### src/rtl/perf_monitor.sv
// perf_monitor: cycle/retire/event counters with halt/timeout stop, freeze, clear and registered readout.
// Define PERF_DISPLAY_EN to print a summary on stop (and $finish on timeout); default build is synthesizable.
module perf_monitor #(
    parameter int CYCLE_W = 32,
    parameter int INS_W   = 32,
    parameter int N_EVT   = 4,
    parameter int EVT_W   = 16,
    parameter int TIMEOUT = 100000
) (
    input  logic               clk,
    input  logic               reset,
    input  logic               isHalt,
    input  logic               W_v,
    input  logic [N_EVT-1:0]   evt_v,
    input  logic               freeze,
    input  logic               clear,
    input  logic [4:0]         rd_sel,
    output logic [31:0]        rd_data,
    output logic [CYCLE_W-1:0] cycle,
    output logic               done,
    output logic               timed_out
);
    localparam logic [0:0] RUN = 1'b0;
    localparam logic [0:0] STOP = 1'b1;
    localparam logic [CYCLE_W-1:0] LAST = CYCLE_W'(TIMEOUT - 1);
    logic [0:0] state;
    logic [INS_W-1:0] instrs;
    logic [EVT_W-1:0] evt [N_EVT];
    logic [31:0] rd_next;
    logic run, hit;
    assign run = state == RUN && !freeze;
    assign hit = run && TIMEOUT != 0 && cycle == LAST;
    assign done = state == STOP;
    always_comb begin
        rd_next = rd_sel == 5'd0 ? 32'(cycle) : rd_sel == 5'd1 ? 32'(instrs) : '0;
        for (int k = 0; k < N_EVT; k++)
            if (rd_sel == 5'(k + 2)) rd_next = 32'(evt[k]);
    end
    always_ff @(posedge clk or posedge reset) begin
        if (reset) begin
            state <= RUN;
            cycle <= '0;
            instrs <= '0;
            timed_out <= 1'b0;
            rd_data <= '0;
            for (int k = 0; k < N_EVT; k++) evt[k] <= '0;
        end else begin
            rd_data <= rd_next;
            if (clear) begin
                state <= RUN;
                cycle <= '0;
                instrs <= '0;
                timed_out <= 1'b0;
                for (int k = 0; k < N_EVT; k++) evt[k] <= '0;
            end else if (state == RUN) begin
                if (run) begin
                    cycle <= cycle + CYCLE_W'(1);
                    if (W_v && !(&instrs)) instrs <= instrs + INS_W'(1);
                    for (int k = 0; k < N_EVT; k++)
                        if (evt_v[k] && !(&evt[k])) evt[k] <= evt[k] + EVT_W'(1);
                end
                if (isHalt || hit) state <= STOP;
                // halt on the timeout edge is reported as a halt
                timed_out <= hit && !isHalt;
            end
        end
    end
`ifdef PERF_DISPLAY_EN
    logic done_d;
    always_ff @(posedge clk or posedge reset)
        if (reset) done_d <= 1'b0;
        else done_d <= done;
    // fires one cycle after the stop edge, when the final counts are visible
    always @(posedge clk) begin
        if (done && !done_d) begin
            $display("@%0d cycles %0d instrs CPI=%f", cycle, instrs,
                     instrs == 0 ? 0.0 : real'(cycle) / real'(instrs));
            for (int k = 0; k < N_EVT; k++) $display("evt[%0d] %0d", k, evt[k]);
            if (timed_out) begin
                $display("#ran for %0d cycles", TIMEOUT);
                $finish;
            end
        end
    end
`endif
endmodule

### config.mk
export PLATFORM = sky130hd
export DESIGN_NAME = perf_monitor
export DESIGN_NICKNAME = d
export VERILOG_FILES = /design/src/rtl/perf_monitor.sv
export SDC_FILE = /design/constraint.sdc
export NUM_CORES = 1
export LEC_CHECK = 0
export ABC_AREA = 1
export ABC_CLOCK_PERIOD_IN_PS = 17400
export CAP_MARGIN = 20
export CORE_UTILIZATION = 49
export DETAILED_ROUTE_END_ITERATION = 8
export PLACE_DENSITY = 0.76
export RECOVER_POWER = 100
export SETUP_SLACK_MARGIN = 0.02
export SLEW_MARGIN = 20
export SYNTH_ARGS = -nofsm -noshare
export SYNTH_HDL_FRONTEND = slang
export SYNTH_SLANG_ARGS = --single-unit
export TNS_END_PERCENT = 10
### constraint.sdc
create_clock -name clk -period 17.4 [get_ports clk]
set_input_delay 3.48 -clock clk [delete_from_list [all_inputs] [get_ports clk]]
set_output_delay 3.48 -clock clk [all_outputs]
set_load 0.01 [all_outputs]
==> results of run 1 <==
==> per-layer routing <==
layer,wire [um],vias to the layer above,GRT usage
met5,0,-,0
met4,818,0,0.1111
met3,2048,57,0.03648
met2,12960,417,0.4132
met1,13210,4743,0.4141
li1,-,4980,-
==> power by group <==
part	leakage (nW)	switching [mW]	internal, mW
sequential	2.25	0.00619	0.381
clock	0.281	0.172	0.216
combinational	2.60	0.0353	0.0102
==> metrics by stage <==
stage / power, mW / hold slack [ns]
after floorplan: 0.4257 / 0.4491
after global placement: 0.4397 / 0.4636
after detailed placement: 0.4411 / 0.4727
after CTS: 0.8235 / 0.4880
after global routing: 0.8445 / 0.5316
final: 0.8202 / 0.4821
==> cells in the final DEF, fill, tap and decap left out, types with 3 or more instances in the layout <==
cell type / n
sky130_fd_sc_hd__nand2_1: 480
sky130_fd_sc_hd__nor2_1: 246
sky130_fd_sc_hd__dfrtp_1: 162
sky130_fd_sc_hd__inv_1: 146
sky130_fd_sc_hd__nand3_1: 146
sky130_fd_sc_hd__o21ai_0: 70
sky130_fd_sc_hd__dlygate4sd3_1: 69
sky130_fd_sc_hd__nand4_1: 51
sky130_fd_sc_hd__xor2_1: 32
sky130_fd_sc_hd__o22ai_1: 29
sky130_fd_sc_hd__a21oi_1: 27
sky130_fd_sc_hd__nor3_1: 25
sky130_fd_sc_hd__clkbuf_16: 17
sky130_fd_sc_hd__clkdlybuf4s50_1: 10
sky130_fd_sc_hd__o21ai_1: 9
sky130_fd_sc_hd__ha_1: 6
sky130_fd_sc_hd__inv_6: 5
sky130_fd_sc_hd__nand3b_1: 4
sky130_fd_sc_hd__or2_2: 4
sky130_fd_sc_hd__clkinvlp_4: 4
sky130_fd_sc_hd__clkbuf_1: 4
sky130_fd_sc_hd__nor3b_1: 3
sky130_fd_sc_hd__o21bai_1: 3
sky130_fd_sc_hd__inv_2: 3
sky130_fd_sc_hd__xnor2_1: 3
==> tightest hold or removal path: cells and delay by family (launching register included) <==
family	cells	cell delay, ns
flip-flops	1	0.34
AND/OR/NAND/NOR	2	0.11
==> layout make-up <==
| type | count | area [um2] |
|---|---|---|
| Clock buffer | 17 | 425.4 |
| Clock inverter | 15 | 173.9 |
| Fill cell | 1864 | 8594 |
| Inverter | 151 | 569.3 |
| Multi-Input combinational cell | 1150 | 5204 |
| Sequential cell | 162 | 4054 |
| Tap cell | 270 | 337.8 |
| Timing Repair Buffer | 84 | 810.8 |
==> state kept, by name, indices dropped and copies added, names as in the netlist <==
| register | flops |
|---|---|
| cycle | 32 |
| done | 1 |
| evt | 64 |
| instrs | 32 |
| rd_data | 32 |
| timed_out | 1 |
==> worst max-delay path by stage <==
stage	from	to	slack (ns)
3_3_place_gp	clear	instrs[29]$_DFFE_PP0P_	10.97
5_1_grt	clear	instrs[1]$_DFFE_PP0P_	6.43
3_5_place_dp	freeze	instrs[1]$_DFFE_PP0P_	10.84
4_1_cts	freeze	instrs[1]$_DFFE_PP0P_	11.30
6_report	clear	instrs[1]$_DFFE_PP0P_	6.96
2_1_floorplan	reset	cycle[0]$_DFFE_PP0P_	9.54
==> kinds of logic after synthesis <==
family,count (synthesis),synth area share
adder cells (fa/ha/maj),6,0.007470
buffers and inverters,193,0.07756
flip-flops,162,0.4034
XOR/XNOR,35,0.03050
AND/OR/NAND/NOR,968,0.4054
AO/OA/AOI/OAI,141,0.07570
==> metrics.txt, run 1 <==
result of the run=complete, but fails checks; violations in the final reports=capacitance limit, slew limit; later-pin clock latency in the skew report=0.44 ns; cell type group with the largest total delay on the critical path=buffers and inverters; final hold violation count=0; number of hold buffers added after CTS=0; portion of the clock cycle consumed by the worst path in the final layout=0.5999; category of the critical setup timing path=in2reg; arrival time reported for the critical path endpoint=10.70 ns; WHS Endpoint=evt[31]$_DFFE_PP0P_; Min-Delay Path Depth=2; CP max-delay cell=sky130_fd_sc_hd__clkbuf_1; finished layout cell area=0.01157 mm2; beginning of the worst hold path=evt[31]$_DFFE_PP0P_; number of sinks handled by clock tree synthesis=162; number of global-route vias before repair=9047; cell area after placement=0.01101 mm2; detailed-route via count=10197; path depth of the worst reg2reg path=6; Most Frequent Cell on Critical Path=sky130_fd_sc_hd__clkbuf_1; kind of path behind the tightest hold check=reg2reg; core outline area=0.02017 mm2; clock edge transition at the registers on the reported setup and hold paths=0.07 ns; gate count after technology mapping=1505; Synthesis Warnings=0; number of cells after detailed placement=1817; cell taking the most area after synthesis=sky130_fd_sc_hd__dfrtp_1; Post-Route Skew=0.01204 ns; reg-to-reg critical path endpoint=instrs[1]$_DFFE_PP0P_; first-pass GRT wire length=46850 um; Power per Cell Area=70.86 mW/mm2; clock buffer count from CTS=17; type of destination of the critical path=register; library cells used by synthesis=34; leading register cell type out of synthesis=sky130_fd_sc_hd__dfrtp_1; number of enable flip-flop cells after synthesis=0; Die H=145.2 um; antenna diode count=0; Layout Nets=1587; summed instance area of the synthesized netlist=0.01005 mm2; Required @ worst endpoint=17.66 ns; headroom to the max-slew limit=-2.170; longest individual stage delay on the worst path=1.85 ns; fraction of synthesized cell area taken by the top area cell type=0.4034; per-instance average area after synthesis=6.678 um2; average wire per cell in the routed design=15.71 um; Worst Max-Slew Pin Slew=4.730 ns; clk buf depth=2; post-placement setup slack=10.84 ns; I/O pins=81; logic depth of the worst path, buffers included=7; non-filler instance count after layout=1849; unrepaired setup endpoints after global routing=no; net count after synthesis=1526; share of final-layout standard cells stronger than drive strength 1=0.03167; HPWL after detailed placement=21190 um; Rows=52; max cap viols=5; TNS Setup=0 ns; Die Footprint=0.02109 mm2; synth cell count leaders=477 x sky130_fd_sc_hd__nand2_1, 244 x sky130_fd_sc_hd__nor2_1, 162 x sky130_fd_sc_hd__dfrtp_1, 147 x sky130_fd_sc_hd__nand3_1, 140 x sky130_fd_sc_hd__inv_1; number of buffers and inverters on the critical path=5; Critical R2R Launch=done$_DFF_PP0_; pin count of the biggest net entering global routing=109; largest fanout on the critical path=53; utilization of the core after routing=0.5739; Final Max Slew Viols=317; Post-CTS Setup Bufs=0; critical path cell sequence=buf_2, clkbuf_1, clkinvlp_2, clkbuf_1, clkbuf_1, nand2_1, o21ai_0; TritonCTS clock tree=yes; overall track demand over capacity in global routing=0.2796; quantity of I/O buffers inserted on ports=80; GRT overflow=0; number of antenna violations at the first check in global routing=0; final worst setup slack=6.961 ns; starting utilization of the core area=0.4983; most common cell in the synthesized netlist=sky130_fd_sc_hd__nand2_1; reg-to-reg setup timing slack=13.23 ns; Gates resized, CTS repair=0; Critical Path Source Type=input port; highest clock frequency the design can meet=0.09580 GHz; Setup violations, final=0; final critical delay including setup and external delays=10.44 ns; Async S/R FF share, synth=1.000; clock root buffer master=sky130_fd_sc_hd__clkbuf_16; leakage power of the design=5.138 nW; top cells by area, synth=sky130_fd_sc_hd__dfrtp_1 40%, sky130_fd_sc_hd__nand2_1 18%, sky130_fd_sc_hd__nor2_1 9.1%; number of design-rule violations left by the first detailed-router iteration=1298; Die Wd=145.2 um; routed wire length=29040 um; detail-routed via count per cell=5.515; area overhead of the layout relative to synthesis=15.18%; # H-tree levels=4; final weighted congestion of routability-driven global placement=0.9216; worst voltage drop across the vdd grid=0.05108 mV; total iterations of the first detailed-routing run=5; Detail Route Antenna Nets=0; Seq cells post-synth=162; DRC violation count after routing=0; share of synthesized area occupied by flip-flops and latches=0.4034
Power figures use the tool's default switching activity.
==> run 2: changes to the inputs <==
Settings changed: ABC_CLOCK_PERIOD_IN_PS 17400 to 9200, PLACE_DENSITY 0.76 to 0.79.
Clock period 17.4 ns to 9.2 ns, I/O delays scaled along.
==> metrics.txt, run 2 (same netlist as run 1, synthesis figures left out) <==
result of the run=complete, but fails checks; violations in the final reports=capacitance limit, slew limit; kind of path behind the tightest hold check=reg2reg; antenna diode count=0 (unchanged); DRC violation count after routing=0 (unchanged); leading cell type in the layout, fill and taps excluded=sky130_fd_sc_hd__nand2_1; max cap viols=2 (-3); category of the critical setup timing path=in2reg; routed wire length=29400 um (+1.2%); area overhead of the layout relative to synthesis=15.21% (about the same); number of sinks handled by clock tree synthesis=162 (unchanged); leakage power of the design=5.159 nW (+0.41%); fraction of met2 tracks used by global routing=0.4320 (+0.01875); quantity of I/O buffers inserted on ports=80 (unchanged); largest fanout on the critical path=59 (+11%); Post-CTS Setup Bufs=0 (unchanged); number of hold buffers added after CTS=0 (unchanged); Min-Delay Path Depth=2 (unchanged); total iterations of the first detailed-routing run=6 (+1); Setup violations, final=0 (unchanged); arrival time reported for the critical path endpoint=6.66 ns (-4.04 ns); final hold violation count=0 (unchanged); clock root buffer master=sky130_fd_sc_hd__clkbuf_16; pin count of the biggest net entering global routing=92 (-16%); Detail Route Antenna Nets=0 (unchanged); I/O pins=81 (unchanged); first-pass GRT wire length=48310 um (+3.1%); headroom to the max-slew limit=-1.737 (+0.4336); average wire per cell in the routed design=15.90 um (+1.2%); met1 track utilization from global routing=0.4059 (-0.008182); Worst Max-Slew Pin Slew=4.083 ns (-0.6468 ns); TritonCTS clock tree=yes; Required @ worst endpoint=9.50 ns (-8.16 ns); detailed-route via count=10419 (+2.2%); register bank with the most flops=evt; final critical delay including setup and external delays=6.363 ns; Die Wd=145.2 um (unchanged); Post-Route Skew=0.01435 ns (+0.002312 ns); later-pin clock latency in the skew report=0.45 ns (about the same); starting utilization of the core area=0.4983 (unchanged); worst voltage drop across the vdd grid=0.09501 mV (+86%); non-filler instance count after layout=1849 (unchanged); highest clock frequency the design can meet=0.1572 GHz; number of cells after detailed placement=1817 (unchanged); Rows=52 (unchanged); clk buf depth=2 (unchanged); HPWL after detailed placement=21500 um (+1.5%); final weighted congestion of routability-driven global placement=0.9681 (+5.0%); Die Footprint=0.02109 mm2 (unchanged); Final Max Slew Viols=152 (-52%); share of final-layout standard cells stronger than drive strength 1=0.03357 (+0.001900); Die H=145.2 um (unchanged); GRT overflow=0 (unchanged); TNS Setup=0 ns (unchanged); unrepaired setup endpoints after global routing=no; Layout Nets=1587 (unchanged); Critical Path Source Type=input port; number of antenna violations at the first check in global routing=0 (unchanged); # H-tree levels=4 (unchanged); detail-routed via count per cell=5.635 (+2.2%); path depth of the worst reg2reg path=6 (unchanged); overall track demand over capacity in global routing=0.2861 (+0.006438); core outline area=0.02017 mm2 (unchanged); Power per Cell Area=133.2 mW/mm2 (+88%); highest-count cells in the layout ignoring fill and taps=480 x sky130_fd_sc_hd__nand2_1, 246 x sky130_fd_sc_hd__nor2_1, 162 x sky130_fd_sc_hd__dfrtp_1; Gates resized, CTS repair=0 (unchanged); number of global-route vias before repair=9423 (+4.2%); type of destination of the critical path=register; number of flip-flops in the largest register=64 (unchanged); met3 global-route usage=0.04245 (+0.005975); portion of the clock cycle consumed by the worst path in the final layout=0.6917; clock edge transition at the registers on the reported setup and hold paths=0.06 ns (about the same); clock buffer count from CTS=17 (unchanged); number of design-rule violations left by the first detailed-router iteration=1231 (-5.2%); Most Crowded Layer GR=met2; utilization of the core after routing=0.5741 (about the same)
-- run 2: cell types whose count changed in the layout (fill, tap and decap cells not counted), moves of 2 or more --
cell / before / now
sky130_fd_sc_hd__clkinv_4: 2 / 4
sky130_fd_sc_hd__buf_4: 0 / 3
sky130_fd_sc_hd__inv_8: 2 / 0
sky130_fd_sc_hd__clkinv_2: 0 / 3
sky130_fd_sc_hd__clkbuf_1: 4 / 1
sky130_fd_sc_hd__clkinvlp_4: 4 / 1
-- run 2: final cells by class --
type,count,area (um2)
multi-input cells,1150,5204
well taps,270,337.8
inverters,151,569.3
repair buffers,84,822.0
flip-flops and latches,162,4054
clock inverters,14,152.6
fillers,1878,8591
clock buffers,18,439.2
-- run 2: layer usage --
metal,up-vias,share of wire
met4,0,0.036
met5,-,0
met1,4860,0.44
met3,88,0.075
li1,4973,-
met2,498,0.45
-- run 2: worst paths after layout --
path / endpoint / startpoint / slack [ns]
worst max-delay path: evt[46]$_DFFE_PP0P_ / clear / 2.84
worst min-delay path: evt[31]$_DFFE_PP0P_ / evt[31]$_DFFE_PP0P_ / 0.48
worst max register to register: instrs[1]$_DFFE_PP0P_ / done$_DFF_PP0_ / 5.01
worst min register to register: evt[31]$_DFFE_PP0P_ / evt[31]$_DFFE_PP0P_ / 0.48
max in group asynchronous: instrs[4]$_DFFE_PP0P_ / reset / 3.88
min in group asynchronous: evt[33]$_DFFE_PP0P_ / reset / 3.08
-- run 2: power by group --
group          internal (mW)  switching, mW  total, mW
Clock                  0.410          0.313      0.723
Combinational         0.0199         0.0665     0.0864
Sequential             0.721         0.0128      0.733
-- run 2: stage by stage --
step	area (um2)	hold WS, ns	power [mW]	setup slack [ns]
after floorplan	10050	0.4491	0.8051	2.983
after global placement	11010	0.4651	0.8334	4.402
after detailed placement	11010	0.4656	0.8358	4.249
after CTS	11600	0.4834	1.551	4.699
after global routing	11580	0.5075	1.588	2.402
final	11580	0.4826	1.543	2.837
-- run 2: critical path: stages --
cell and delay [ns]:
sky130_fd_sc_hd__buf_2 0.10, sky130_fd_sc_hd__buf_4 0.30, sky130_fd_sc_hd__clkinvlp_2 0.18, sky130_fd_sc_hd__buf_4 0.52, sky130_fd_sc_hd__clkbuf_1 1.90, sky130_fd_sc_hd__nand2_1 0.92
sky130_fd_sc_hd__inv_1 0.67, sky130_fd_sc_hd__o21ai_0 0.15
==> run 3: changes to the inputs <==
Settings changed: ABC_CLOCK_PERIOD_IN_PS 9200 to 5200.
Clock period 9.2 ns to 5.2 ns, I/O delays scaled along.
==> metrics.txt, run 3 (same netlist as run 1, synthesis figures left out) <==
share of power burned in the clock network=0.474 (+0.005); clock buffer count from CTS=17 (unchanged); portion of the clock cycle consumed by the worst path in the final layout=0.7899; routed wire length=30230 um (+2.8%); # H-tree levels=4 (unchanged); quantity of I/O buffers inserted on ports=80 (unchanged); Required @ worst endpoint=5.48 ns (-4.02 ns); Worst Max-Slew Pin Slew=2.096 ns (-1.987 ns); Die Wd=145.2 um (unchanged); core outline area=0.02017 mm2 (unchanged); reg-to-reg critical path endpoint=instrs[1]$_DFFE_PP0P_; Power per Cell Area=237.6 mW/mm2 (+78%); final critical delay including setup and external delays=4.107 ns; headroom to the max-slew limit=-0.3974 (+1.339); CP max-delay cell=sky130_fd_sc_hd__nand2_1; Gates resized, CTS repair=0 (unchanged); number of buffers and inverters on the critical path=3 (-3); detail-routed via count per cell=5.568 (-1.2%); starting utilization of the core area=0.4983 (unchanged); Die Footprint=0.02109 mm2 (unchanged); critical path cell sequence=dlygate4sd3_1, nor2_2, clkbuf_1, inv_2, nor2_1, nand2_2, nand2_1, o21ai_0; switching part of the total=0.2591 (+0.004952); result of the run=complete, but fails checks; final hold violation count=0 (unchanged); Final Max Slew Viols=86 (-43%); GRT overflow=0 (unchanged); Post-Route Skew=0.009505 ns (-0.004849 ns); register share of total power=0.469 (-0.006); highest-count cells in the layout ignoring fill and taps=479 x sky130_fd_sc_hd__nand2_1, 245 x sky130_fd_sc_hd__nor2_1, 162 x sky130_fd_sc_hd__dfrtp_1; number of antenna violations at the first check in global routing=1 (+1); clk buf depth=2 (unchanged); violations in the final reports=capacitance limit, slew limit; worst voltage drop across the vdd grid=0.2439 mV (+160%); Setup crit end=instrs[1]$_DFFE_PP0P_; kind of path behind the tightest hold check=reg2reg; pin count of the biggest net entering global routing=86 (-6.5%); Critical Path Source Type=input port; number of design-rule violations left by the first detailed-router iteration=1179 (-4.2%); register bank with the most flops=evt; reg-to-reg setup timing slack=1.80 ns (-3.21 ns); cell area after placement=0.01105 mm2 (+0.35%); cell type group with the largest total delay on the critical path=simple AND/OR/NAND/NOR gates; overall track demand over capacity in global routing=0.2945 (+0.008457); average wire per cell in the routed design=16.31 um (+2.6%); highest clock frequency the design can meet=0.2435 GHz; I/O pins=81 (unchanged); largest fanout on the critical path=30 (-49%); number of flip-flops in the largest register=64 (unchanged); leakage power of the design=5.177 nW (+0.35%); HPWL after detailed placement=22440 um (+4.3%); Die H=145.2 um (unchanged); Setup violations, final=0 (unchanged); relative contribution of combinational cells to total power=0.057 (about the same); DRC violation count after routing=0 (unchanged); internal power=2.046 mW (+78%); number of sinks handled by clock tree synthesis=162 (unchanged); type of destination of the critical path=register; area overhead of the layout relative to synthesis=15.63%; Post-CTS Setup Bufs=0 (unchanged); first-pass GRT wire length=49010 um (+1.5%); Layout Nets=1591 (+0.25%); total iterations of the first detailed-routing run=8 (+2); Critical R2R Launch=done$_DFF_PP0_; path depth of the worst reg2reg path=7 (+1); Detail Route Antenna Nets=0 (unchanged); finished layout cell area=0.01162 mm2 (+0.36%); max cap viols=1 (-1); number of global-route vias before repair=9186 (-2.5%); antenna diode count=0 (unchanged); leading cell type in the layout, fill and taps excluded=sky130_fd_sc_hd__nand2_1; critical path startpoint=freeze; longest individual stage delay on the worst path=0.94 ns (-0.96 ns); logic depth of the worst path, buffers included=8 (unchanged); clock root buffer master=sky130_fd_sc_hd__clkbuf_16; final weighted congestion of routability-driven global placement=0.9912 (+2.4%); Rows=52 (unchanged); TNS Setup=0 ns (unchanged); unrepaired setup endpoints after global routing=no; arrival time reported for the critical path endpoint=4.39 ns (-2.27 ns); TritonCTS clock tree=yes; number of hold buffers added after CTS=0 (unchanged); clock edge transition at the registers on the reported setup and hold paths=0.07 ns (about the same); share of final-layout standard cells stronger than drive strength 1=0.03727 (+0.003705); category of the critical setup timing path=in2reg; later-pin clock latency in the skew report=0.45 ns (about the same); detailed-route via count=10317 (-0.98%); reported net switching power=0.7154 mW (+82%)
run 3: cell count changes in the layout (fill, tap and decap cells not counted), sizes merged:
cell,previous run,this run
buf,4,5
clkbuf,19,22
clkinv,7,5
inv,153,155
run 3: worst min-delay path by stage:
stage / slack, ns / to / cells after the start / startpoint
final: 0.48 / evt[31]$_DFFE_PP0P_ / 2 / evt[31]$_DFFE_PP0P_
after global routing: 0.51 / evt[31]$_DFFE_PP0P_ / 2 / evt[31]$_DFFE_PP0P_
after CTS: 0.49 / evt[31]$_DFFE_PP0P_ / 2 / evt[31]$_DFFE_PP0P_
after detailed placement: 0.47 / evt[31]$_DFFE_PP0P_ / 2 / evt[31]$_DFFE_PP0P_
after global placement: 0.46 / evt[31]$_DFFE_PP0P_ / 2 / evt[31]$_DFFE_PP0P_
after floorplan: 0.45 / evt[31]$_DFFE_PP0P_ / 2 / evt[31]$_DFFE_PP0P_
run 3: power by group through the flow:
stage,clock network [mW],logic [mW],registers (mW)
4_1_cts,1.32,0.164,1.29
6_report,1.31,0.157,1.30
2_1_floorplan,0,0.111,1.31
5_1_grt,1.37,0.176,1.30
3_3_place_gp,0,0.160,1.32
3_5_place_dp,0,0.163,1.32
run 3: layer usage:
layer  routed length [um]  GRT usage  vias up
met3                 2385    0.05566       73
met2                13590     0.4495      467
li1                     -          -     4981
met1                13190     0.4121     4796
met5                    0          0        -
met4                 1056     0.1179        0
run 3: cell type report:
cell class	count	area [um2]
Clock buffer	18	439.2
Clock inverter	14	167.7
Timing Repair Buffer	88	843.3
Fill cell	1891	8549
Sequential cell	162	4054
Tap cell	270	337.8
Inverter	151	569.3
Multi-Input combinational cell	1150	5209
run 3: worst min-delay path: cells and delay by family, from the launching register on:
kind,cells,cell delay (ns)
flip-flops,1,0.34
AND/OR/NAND/NOR,2,0.11
run 3: stage by stage:
step / hold slack [ns] / setup WS, ns / total power [mW] / utilization / std cells
floorplan: 0.4491 / 2.103 / 1.425 / - / 1505
global placement: 0.4641 / 1.535 / 1.478 / 0.5474 / 1820
detailed placement: 0.4735 / 1.465 / 1.481 / 0.5476 / 1820
CTS: 0.4897 / 1.903 / 2.781 / 0.5777 / 1852
global route: 0.5144 / 0.8142 / 2.844 / 0.5761 / 1853
finish: 0.4803 / 1.093 / 2.761 / 0.5761 / 1853
